**config.mk**
```make
export PLATFORM = sky130hd
export DESIGN_NAME = rr_mux4_1
export DESIGN_NICKNAME = d
export VERILOG_FILES = /design/src/rtl/rr_mux4_1.sv
export SDC_FILE = /design/constraint.sdc
export NUM_CORES = 1
export LEC_CHECK = 0
export BUFFER_PORTS_ARGS = -buffer_cell sky130_fd_sc_hd__buf_2
export CORE_UTILIZATION = 48
export CTS_BUF_LIST = sky130_fd_sc_hd__clkbuf_4
export CTS_CLUSTER_SIZE = 14
export DETAILED_ROUTE_END_ITERATION = 6
export PLACE_DENSITY = 0.91
export SLEW_MARGIN = 15
export SYNTH_ARGS = -nofsm -noshare
export SYNTH_HDL_FRONTEND = slang
export SYNTH_SLANG_ARGS = --single-unit
```
**constraint.sdc**
```tcl
create_clock -name iclk -period 10 [get_ports iclk]
set_clock_uncertainty 0.05 [all_clocks]
set_input_delay 3 -clock iclk [delete_from_list [all_inputs] [get_ports iclk]]
set_output_delay 3 -clock iclk [all_outputs]
set_load 0.1 [all_outputs]
```
**src/rtl/rr_mux4_1.sv**
```systemverilog
// Four-lane round-robin merger onto one registered valid/ready output lane.
// Each beat carries its 2-bit source lane code for the downstream demultiplexer.
module rr_mux4_1 #(
  parameter int unsigned WIDTH = 8
) (
  input  logic             iclk,
  input  logic             irst,
  input  logic [WIDTH-1:0] id0,
  input  logic [WIDTH-1:0] id1,
  input  logic [WIDTH-1:0] id2,
  input  logic [WIDTH-1:0] id3,
  input  logic             iv0,
  input  logic             iv1,
  input  logic             iv2,
  input  logic             iv3,
  output logic             or0,
  output logic             or1,
  output logic             or2,
  output logic             or3,
  output logic [WIDTH-1:0] odata,
  output logic             os1,
  output logic             os0,
  output logic             ov,
  input  logic             ir
);

  logic [WIDTH-1:0] id_arr [4];
  logic [3:0]       iv_vec;
  logic [3:0]       rdy_vec;

  logic [WIDTH-1:0] data_q, data_d;
  logic [1:0]       src_q, src_d;
  logic             ov_q, ov_d;
  logic [1:0]       last_q, last_d;

  logic [1:0]       grant;
  logic             grant_vld;
  logic [1:0]       cand;
  logic             can_load;
  logic             load;

  assign id_arr[0] = id0;
  assign id_arr[1] = id1;
  assign id_arr[2] = id2;
  assign id_arr[3] = id3;
  assign iv_vec    = {iv3, iv2, iv1, iv0};

  // Scan from farthest to nearest so the lane closest after last_q wins.
  always_comb begin
    grant     = last_q;
    grant_vld = 1'b0;
    cand      = last_q;
    for (int i = 4; i >= 1; i--) begin
      cand = last_q + 2'(i);
      if (iv_vec[cand]) begin
        grant     = cand;
        grant_vld = 1'b1;
      end
    end
  end

  assign can_load = !ov_q || ir;
  assign load     = can_load && grant_vld && !irst;
  assign rdy_vec  = load ? (4'b0001 << grant) : 4'b0000;

  always_comb begin
    data_d = data_q;
    src_d  = src_q;
    ov_d   = ov_q;
    last_d = last_q;
    if (load) begin
      data_d = id_arr[grant];
      src_d  = grant;
      ov_d   = 1'b1;
      last_d = grant;
    end else if (ir) begin
      // Drain without reload: data and source are left stale.
      ov_d = 1'b0;
    end
  end

  always_ff @(posedge iclk or posedge irst) begin
    if (irst) begin
      data_q <= '0;
      src_q  <= 2'b00;
      ov_q   <= 1'b0;
      last_q <= 2'b11;
    end else begin
      data_q <= data_d;
      src_q  <= src_d;
      ov_q   <= ov_d;
      last_q <= last_d;
    end
  end

  assign or0   = rdy_vec[0];
  assign or1   = rdy_vec[1];
  assign or2   = rdy_vec[2];
  assign or3   = rdy_vec[3];
  assign odata = data_q;
  assign os1   = src_q[1];
  assign os0   = src_q[0];
  assign ov    = ov_q;

endmodule

```
### Word-level counts from Yosys, hierarchy flattened

Index checks and enable logic that the tools add are counted.
W data, S select, Z words.

* $add $sub $neg: 3
* $mul: 0
* divide/modulo/power cells: 0
* magnitude comparators: 5
* equality and inequality tests: 0
* shift-type cells: 1
* mux-type cells: 21
* bitwise gates (word level): 1
* reductions and logical operators: 6

Operator list (count)
* $bmux W8 S2: 1
* $mux W8: 2
* $lt A2 B3 Y1 const B: 4
* $mux W1: 10
* $bmux W1 S2: 4
* $mux W2: 3
* $add A2 B2 Y2 const B: 2
* $mux W4: 1
* $shl A1 B2 Y4 const A: 1
* $ge A3 B3 Y1 const B: 1
* $not A2 Y3: 1
* $add A2 B1 Y2 const B: 1
* $logic_and A1 B1 Y1: 2
* $logic_not A1 Y1: 2
* $reduce_bool A2 Y1: 1
* $logic_or A1 B1 Y1: 1

* bits in registers: 13
* latch bits: 0
* RAM bits: 0
* memory bits (read-only): 0
* bits of input ports: 39
* output and inout port bits: 15
* memories: 0

### Longest topological paths before layout

Gate-level depths: netlist of the first run.

* word-level depth: 10
* depth in mapped cells: 6
* depth with buffers taken out: 4

### Worst setup path before layout of the first run

Ideal clock, no wire load.

* kind: input port to output port
* start point: input irst
* end point: output or2
* arrival time: 5.399 ns
* required time: 6.950 ns
* slack: 1.551 ns
* stages on the path: 4
* path buffers: 0
* cell sequence: inv_1 > nand3_2 > or4_4 > nor2b_1

* longest elaborated chain between the ends: 3

RTL lines
* from (decl): RTL line 7 `input logic irst,`
* $logic_not A1 Y1 (no source line)
* $logic_and A1 B1 Y1: RTL line 63 `assign load = can_load && grant_vld && !irst;`
* $mux W4: RTL line 64 `assign rdy_vec = load ? (4'b0001 << grant) : 4'b0000;`
* to (decl): RTL line 18 `output logic or2,`

No other way between the ends.

### Worst setup path after layout of the first run

* start point: input irst
* end point: output or0

* longest elaborated chain between the ends: 3

RTL lines
* $logic_not A1 Y1 (no source line)
* $logic_and A1 B1 Y1: RTL line 63
* $mux W4: RTL line 64
* to (decl): RTL line 16 `output logic or0,`

No other way between the ends.

==> key figures, run 1 <==
Place
  – Placed Cells: 154
  – Placed Area: roughly 1200 um2
  – Port Buf Inserts: 53
  – Hpwl dp: approximately 1700 um
  – Pre-CTS WS: approximately 1.7 ns
  – GPL Wtd Cong: 0.6906

Synth
  – Sequential share of the synthesized area: a little over a third
  – Synth Cell Area: slightly above 900 um2
  – Synth unique cells: 28
  – Mean Syn Cell Area: approximately 12 um2
  – Cell count after synthesis: 80
  – Synth Warn #: 0
  – Syn Nets: roughly 120
  – Yosys reg bits: 13

Routing
  – DRT Pass-1 Iters: 4
  – DRC: 0
  – Wirelength per Cell: roughly 14 um
  – Total wire length: ~2200 um
  – Starting DRT DRC Count: 28
  – Vias: 842
  – Post-DRT Antenna Nets: 0
  – Vias per cell: 5.329

Floorplan
  – Rows: 15
  – Die Span X: around 46 um
  – Die Footprint: 2098 um2
  – Core area: 1764 um2
  – Initial core utilization: 52.20%
  – Die H: about 46 um
  – IO Pins: 54

Layout
  – P&R area growth vs syn: 30.03%
  – Commonest non-fill, non-tap cell in the layout: buf_2
  – Nets@finish: 173
  – Final instance area: 1197 um2
  – Non-Filler Instances: 158
  – Post-layout util: 67.87%
  – Ratio of cells with drive above 1 in the final layout: 59.40%
  – Sequential Area: between 300 and 400 um2
  – # diodes: 0
  – Most frequent cells in the layout: buf_2 (53), mux2i_1 (17), nand2_1 (13)
  – Fillers: between 150 and 200
  – Multi-input combinational cell area: between 500 and 600 um2

Clock network
  – CTS Hold Bufs: 0
  – Clk sink count: 13
  – Resize count post-CTS: 0
  – CTS Buf Count: 3
  – Clk_lat worst skew: around 0.28 ns
  – H-tree levels: 1
  – Root Driver: clkbuf_4
  – # Post-CTS Setup Buffers: 0
  – CTS tree: done
  – Clock tree buffer depth: 2
  – Clk slew on worst S/H paths: ~0.09 ns

STA
  – Hold Vio Cnt, Final: 0
  – Min Tclk post-route: 8.201 ns
  – Final Setup Violations: 0
  – Maximum clock rate: between 100 and 150 MHz
  – Final Cycle Share: roughly 82%
  – Final max-slew violation count: 0
  – Final setup margin: approximately 1.8 ns
  – RSZ-0062 raised after global routing: no
  – Relative slew slack: between 20 and 30%
  – Worst slew pin tran: roughly 1.1 ns
  – Setup_tns: 0 ns

Power and ir drop
  – Pwr per Cell Area: around 300 nW/um2
  – Sw Ratio: approximately 60%
  – Clock share of power: under 10%
  – Psw: around 210 uW
  – Reg power frac: approximately a quarter
  – Part of the power in combinational logic: between 60% and 70%
  – VDD IR max: around 0.00019 V
  – Internal power: about 140 uW
  – Leakage: 0.0006284 uW

Critical path
  – Largest delay share family, worst path: simple AND/OR/NAND/NOR gates
  – CP endpoint kind: output pin
  – Crit path max fanout: 16
  – CP Data Required Time: 6.95 ns
  – Critical-path cell list: buf_2 -> inv_1 -> nand3_2 -> or4_4 -> nor2_2 -> buf_2
  – Setup CP Type: input port to output pin
  – Worst path slowest cell: or4_4
  – Buf/Inv on CP: 3
  – Crit path launch type: input port
  – Critical Path AT: between 5 and 6 ns
  – Worst stage delay on the critical path: 0.74 ns
  – Worst path most repeated cell: buf_2

Global routing
  – Antenna violations before repair: 0
  – Largest net degree at the start of global routing: 17
  – GR Overflow Total: 0
  – Vias in the first global route: approximately 770
  – Total Routing Usage GR: around 22%
  – First-pass GRT wire length: between 3000 and 4000 um

Status
  – Run status: finished, final reports clean

Hold path
  – Hold WC Path Type: flop to flop

Job
  – Max-cap violations: 0
## worst register-to-register path, stage by stage (launching register included)
cell,delay [ns]
dfstp_2,0.62
nand3b_1,0.11
a31oi_2,0.88
buf_4,0.32
mux2i_1,0.25
o221ai_2,0.13
## cells by family (layout without fill, tap and decap cells)
family | after synthesis | count (layout) | synth area share, %
flip-flops | 13 | 13 | 35.60
multiplexers | 17 | 17 | 18.48
AO/OA/AOI/OAI | 15 | 15 | 20.92
buffers and inverters | 6 | 59 | 6.385
AND/OR/NAND/NOR | 29 | 29 | 18.62
## final timing paths
check	start	end	slack [ns]	cells after the start
max	irst	or0	1.80	6
min	src_q[1]$_DFFE_PP0P_	src_q[1]$_DFFE_PP0P_	0.44	2
min reg2reg	src_q[1]$_DFFE_PP0P_	src_q[1]$_DFFE_PP0P_	0.44	2
max in group asynchronous	irst	last_q[1]$_DFFE_PP1P_	6.83	2
min in group asynchronous	irst	src_q[1]$_DFFE_PP0P_	2.70	2
max reg2reg	last_q[1]$_DFFE_PP1P_	odata[1]$_DFFE_PP0P_	7.51	5
## stage by stage
| step | hold WS [ns] | power (uW) |
|---|---|---|
| floorplan | 0.4970 | 284.0 |
| global placement | 0.4148 | 312.3 |
| detailed placement | 0.4074 | 317.4 |
| CTS | 0.4406 | 351.1 |
| global route | 0.4665 | 364.4 |
| finish | 0.4393 | 349.6 |
## cells in the mapped netlist (all sizes together)
cell type	instances	share of area (%)
nand3	1	1.1
dfstp	2	5.7
nand2b	2	1.6
and3	1	1.2
o21a	2	1.6
a21bo	1	1.1
or2b	2	1.8
nor2	3	1.5
nor2b	2	1.4
a21o	1	0.95
a31oi	1	1.4
o221ai	8	13
nand2	13	5.3
buf	3	3.7
clkbuf	2	2.3
dfrtp	11	30
a21oi	1	0.54
nand3b	1	0.82
o31ai	1	2.3
and3b	1	0.95
inv	1	0.41
mux2i	17	18
or4	2	2.4
nor3	1	0.54
## power groups by stage
stage	clock network [uW]	registers, uW	logic (uW)
3_5_place_dp	0	84.8	233
4_1_cts	35.2	83.4	232
3_3_place_gp	0	83.4	229
2_1_floorplan	0	192	92.4
5_1_grt	36.7	86.1	242
6_report	34.5	83.9	231
## sequential cells by signal, indices dropped and copies added (netlist names)
register  cells
odata         8
last_q        2
src_q         2
ov            1
## cell type report
cell class / instances / share of cell area [%]
multi-input cells: 61 / 44.62
well taps: 25 / 2.612
repair buffers: 54 / 22.78
clock inverters: 1 / 0.4180
flip-flops and latches: 13 / 27.38
clock buffers: 3 / 1.881
inverters: 1 / 0.3135
## layer usage
metal | up-vias | part of all wire [%] | GRT usage [%]
li1 | 402 | - | -
met4 | 0 | 0.46 | 10.59
met2 | 25 | 54 | 39.43
met1 | 413 | 40 | 24.94
met3 | 2 | 5.3 | 2.381
met5 | - | 0 | 0
Note: power is estimated with default switching activity, not from simulation.
==> run 2, diff against run 1 <==
CORE_UTILIZATION = 45   (was 48)
PLACE_DENSITY = 0.86   (was 0.91)
clock period = 8.35 ns   (was 10 ns; I/O delays follow)
==> run 2 against run 1 <==
  * Worst hold slack improved by 0.0026 ns
  * Utilization down 2.0 points
  * Non-clock buffer count unchanged
  * Register-to-register slack worse by 1.4 ns
  * Cell area up 0.21%
  * Routed wire length is 1.2% lower
==> key figures, run 2 (synthesized netlist as in run 1, its figures left out) <==
Critical path
  – Crit path max fanout: 16
  – Worst path slowest cell: or4_4
  – Critical Path AT: approximately 4.7 ns
  – Worst path most repeated cell: buf_2
  – CP Data Required Time: about 5.8 ns
  – Critical-path cell list: buf_2 -> inv_1 -> nand3_2 -> or4_4 -> nor2b_1 -> buf_2
  – Setup CP Type: input port to output pin
  – CP endpoint kind: output pin
  – Worst stage delay on the critical path: approximately 0.74 ns
  – Crit path launch type: input port

Clock network
  – Clk_lat worst skew: between 0.2 and 0.3 ns
  – Root Driver: clkbuf_4
  – # Post-CTS Setup Buffers: 0
  – CTS tree: done
  – Resize count post-CTS: 0
  – Clk slew on worst S/H paths: 0.09 ns
  – CTS Buf Count: 3
  – Clk sink count: 13
  – CTS Hold Bufs: 0
  – Clock tree buffer depth: 2
  – H-tree levels: 1

Layout
  – P&R area growth vs syn: 30.30%
  – Commonest non-fill, non-tap cell in the layout: buf_2
  – # diodes: 0
  – Max reg flops: 8
  – Ratio of cells with drive above 1 in the final layout: about 59%
  – Most frequent cells in the layout: buf_2 (53), mux2i_1 (17), nand2_1 (13)
  – Final instance area: ~1200 um2
  – Nets@finish: approximately 170
  – Fillers: ~160

Routing
  – Starting DRT DRC Count: 7
  – DRT Pass-1 Iters: 4
  – Total wire length: 2145 um
  – Post-DRT Antenna Nets: 0
  – Wirelength per Cell: 13.58 um
  – Vias: 809
  – Vias per cell: 5.120
  – DRC: 0

STA
  – WHS: around 0.44 ns
  – Worst slew pin tran: 0.6580 ns
  – Final Cycle Share: about 87%
  – Setup_tns: 0 ns
  – Maximum clock rate: approximately 140 MHz
  – RSZ-0062 raised after global routing: no
  – Relative slew slack: 55.99%
  – Final Setup Violations: 0
  – Min Tclk post-route: approximately 7.2 ns
  – Hold Vio Cnt, Final: 0
  – Final max-slew violation count: 0

Global routing
  – Total Routing Usage GR: around a fifth
  – First-pass GRT wire length: 3070 um
  – GR Overflow Total: 0
  – Vias in the first global route: 741
  – Largest net degree at the start of global routing: 17
  – Antenna violations before repair: 0

Status
  – Run status: finished, final reports clean

Power and ir drop
  – Pwr per Cell Area: 350.0 nW/um2
  – Psw: 248.2 uW
  – Sw Ratio: between 50% and 60%
  – VDD IR max: roughly 0.00028 V
  – Part of the power in combinational logic: between 60% and 70%
  – Leakage: about 0.00063 uW
  – Internal power: about 170 uW
  – Tot Pwr: 419.9 uW
  – Clock share of power: 10.5%
  – Reg power frac: 24.0%

Floorplan
  – IO Pins: 54
  – Rows: 15
  – Die Span X: approximately 47 um
  – Core area: approximately 1800 um2
  – Die H: roughly 47 um
  – Die Footprint: ~2200 um2
  – Initial core utilization: roughly half

Job
  – Max-cap violations: 0

Hold path
  – Hold WC Path Type: flop to flop

Place
  – GPL Wtd Cong: roughly 0.73
  – Port Buf Inserts: 53
  – Placed Area: about 1200 um2
  – Hpwl dp: roughly 1700 um
[run 2: area by class of cell]
class / count / area, um2 / area share [%]
Multi-Input combinational cell: 61 / 534.3 / 44.53
Sequential cell: 13 / 327.8 / 27.32
Timing Repair Buffer: 54 / 272.8 / 22.73
Tap cell: 25 / 31.28 / 2.607
Clock buffer: 4 / 30.03 / 2.503
Inverter: 1 / 3.754 / 0.3128
[run 2: critical path, delay by kind of cell]
kind	cells	cell delay (ns)
buffers and inverters	3	0.94
AND/OR/NAND/NOR	3	1.22
[run 2: path summary, 6_finish.rpt]
path	slack, ns	end	start	cells past startpoint
worst max-delay path	1.12	or2	irst	6
worst min-delay path	0.44	odata[6]$_DFFE_PP0P_	odata[6]$_DFFE_PP0P_	2
worst max register to register	6.14	odata[1]$_DFFE_PP0P_	last_q[1]$_DFFE_PP1P_	5
worst min register to register	0.44	odata[6]$_DFFE_PP0P_	odata[6]$_DFFE_PP0P_	2
max in group asynchronous	5.66	ov$_DFFE_PP0P_	irst	2
min in group asynchronous	2.21	odata[1]$_DFFE_PP0P_	irst	2
[run 2: metrics by stage]
| step | instances | setup WS (ns) | util (%) |
|---|---|---|---|
| floorplan | 80 | 0.8914 | - |
| global placement | 154 | 1.128 | 64.26 |
| detailed placement | 154 | 1.053 | 64.26 |
| CTS | 158 | 1.051 | 65.91 |
| global route | 158 | 0.8875 | 65.91 |
| finish | 158 | 1.115 | 65.91 |
[run 2: power by group through the flow]
stage	clock network, uW	logic (uW)	registers, uW
2_1_floorplan	0	111	229
5_1_grt	48.3	287	103
4_1_cts	44.4	277	100
3_5_place_dp	0	277	101
6_report	44.3	275	101
3_3_place_gp	0	274	100
[run 2: metal layers]
metal	up-vias	wire length, um	global-route usage [%]
met5	-	0	0
met4	0	13	6.286
met2	33	1173	37.53
met1	372	843	21.63
li1	402	-	-
met3	2	115	6.923
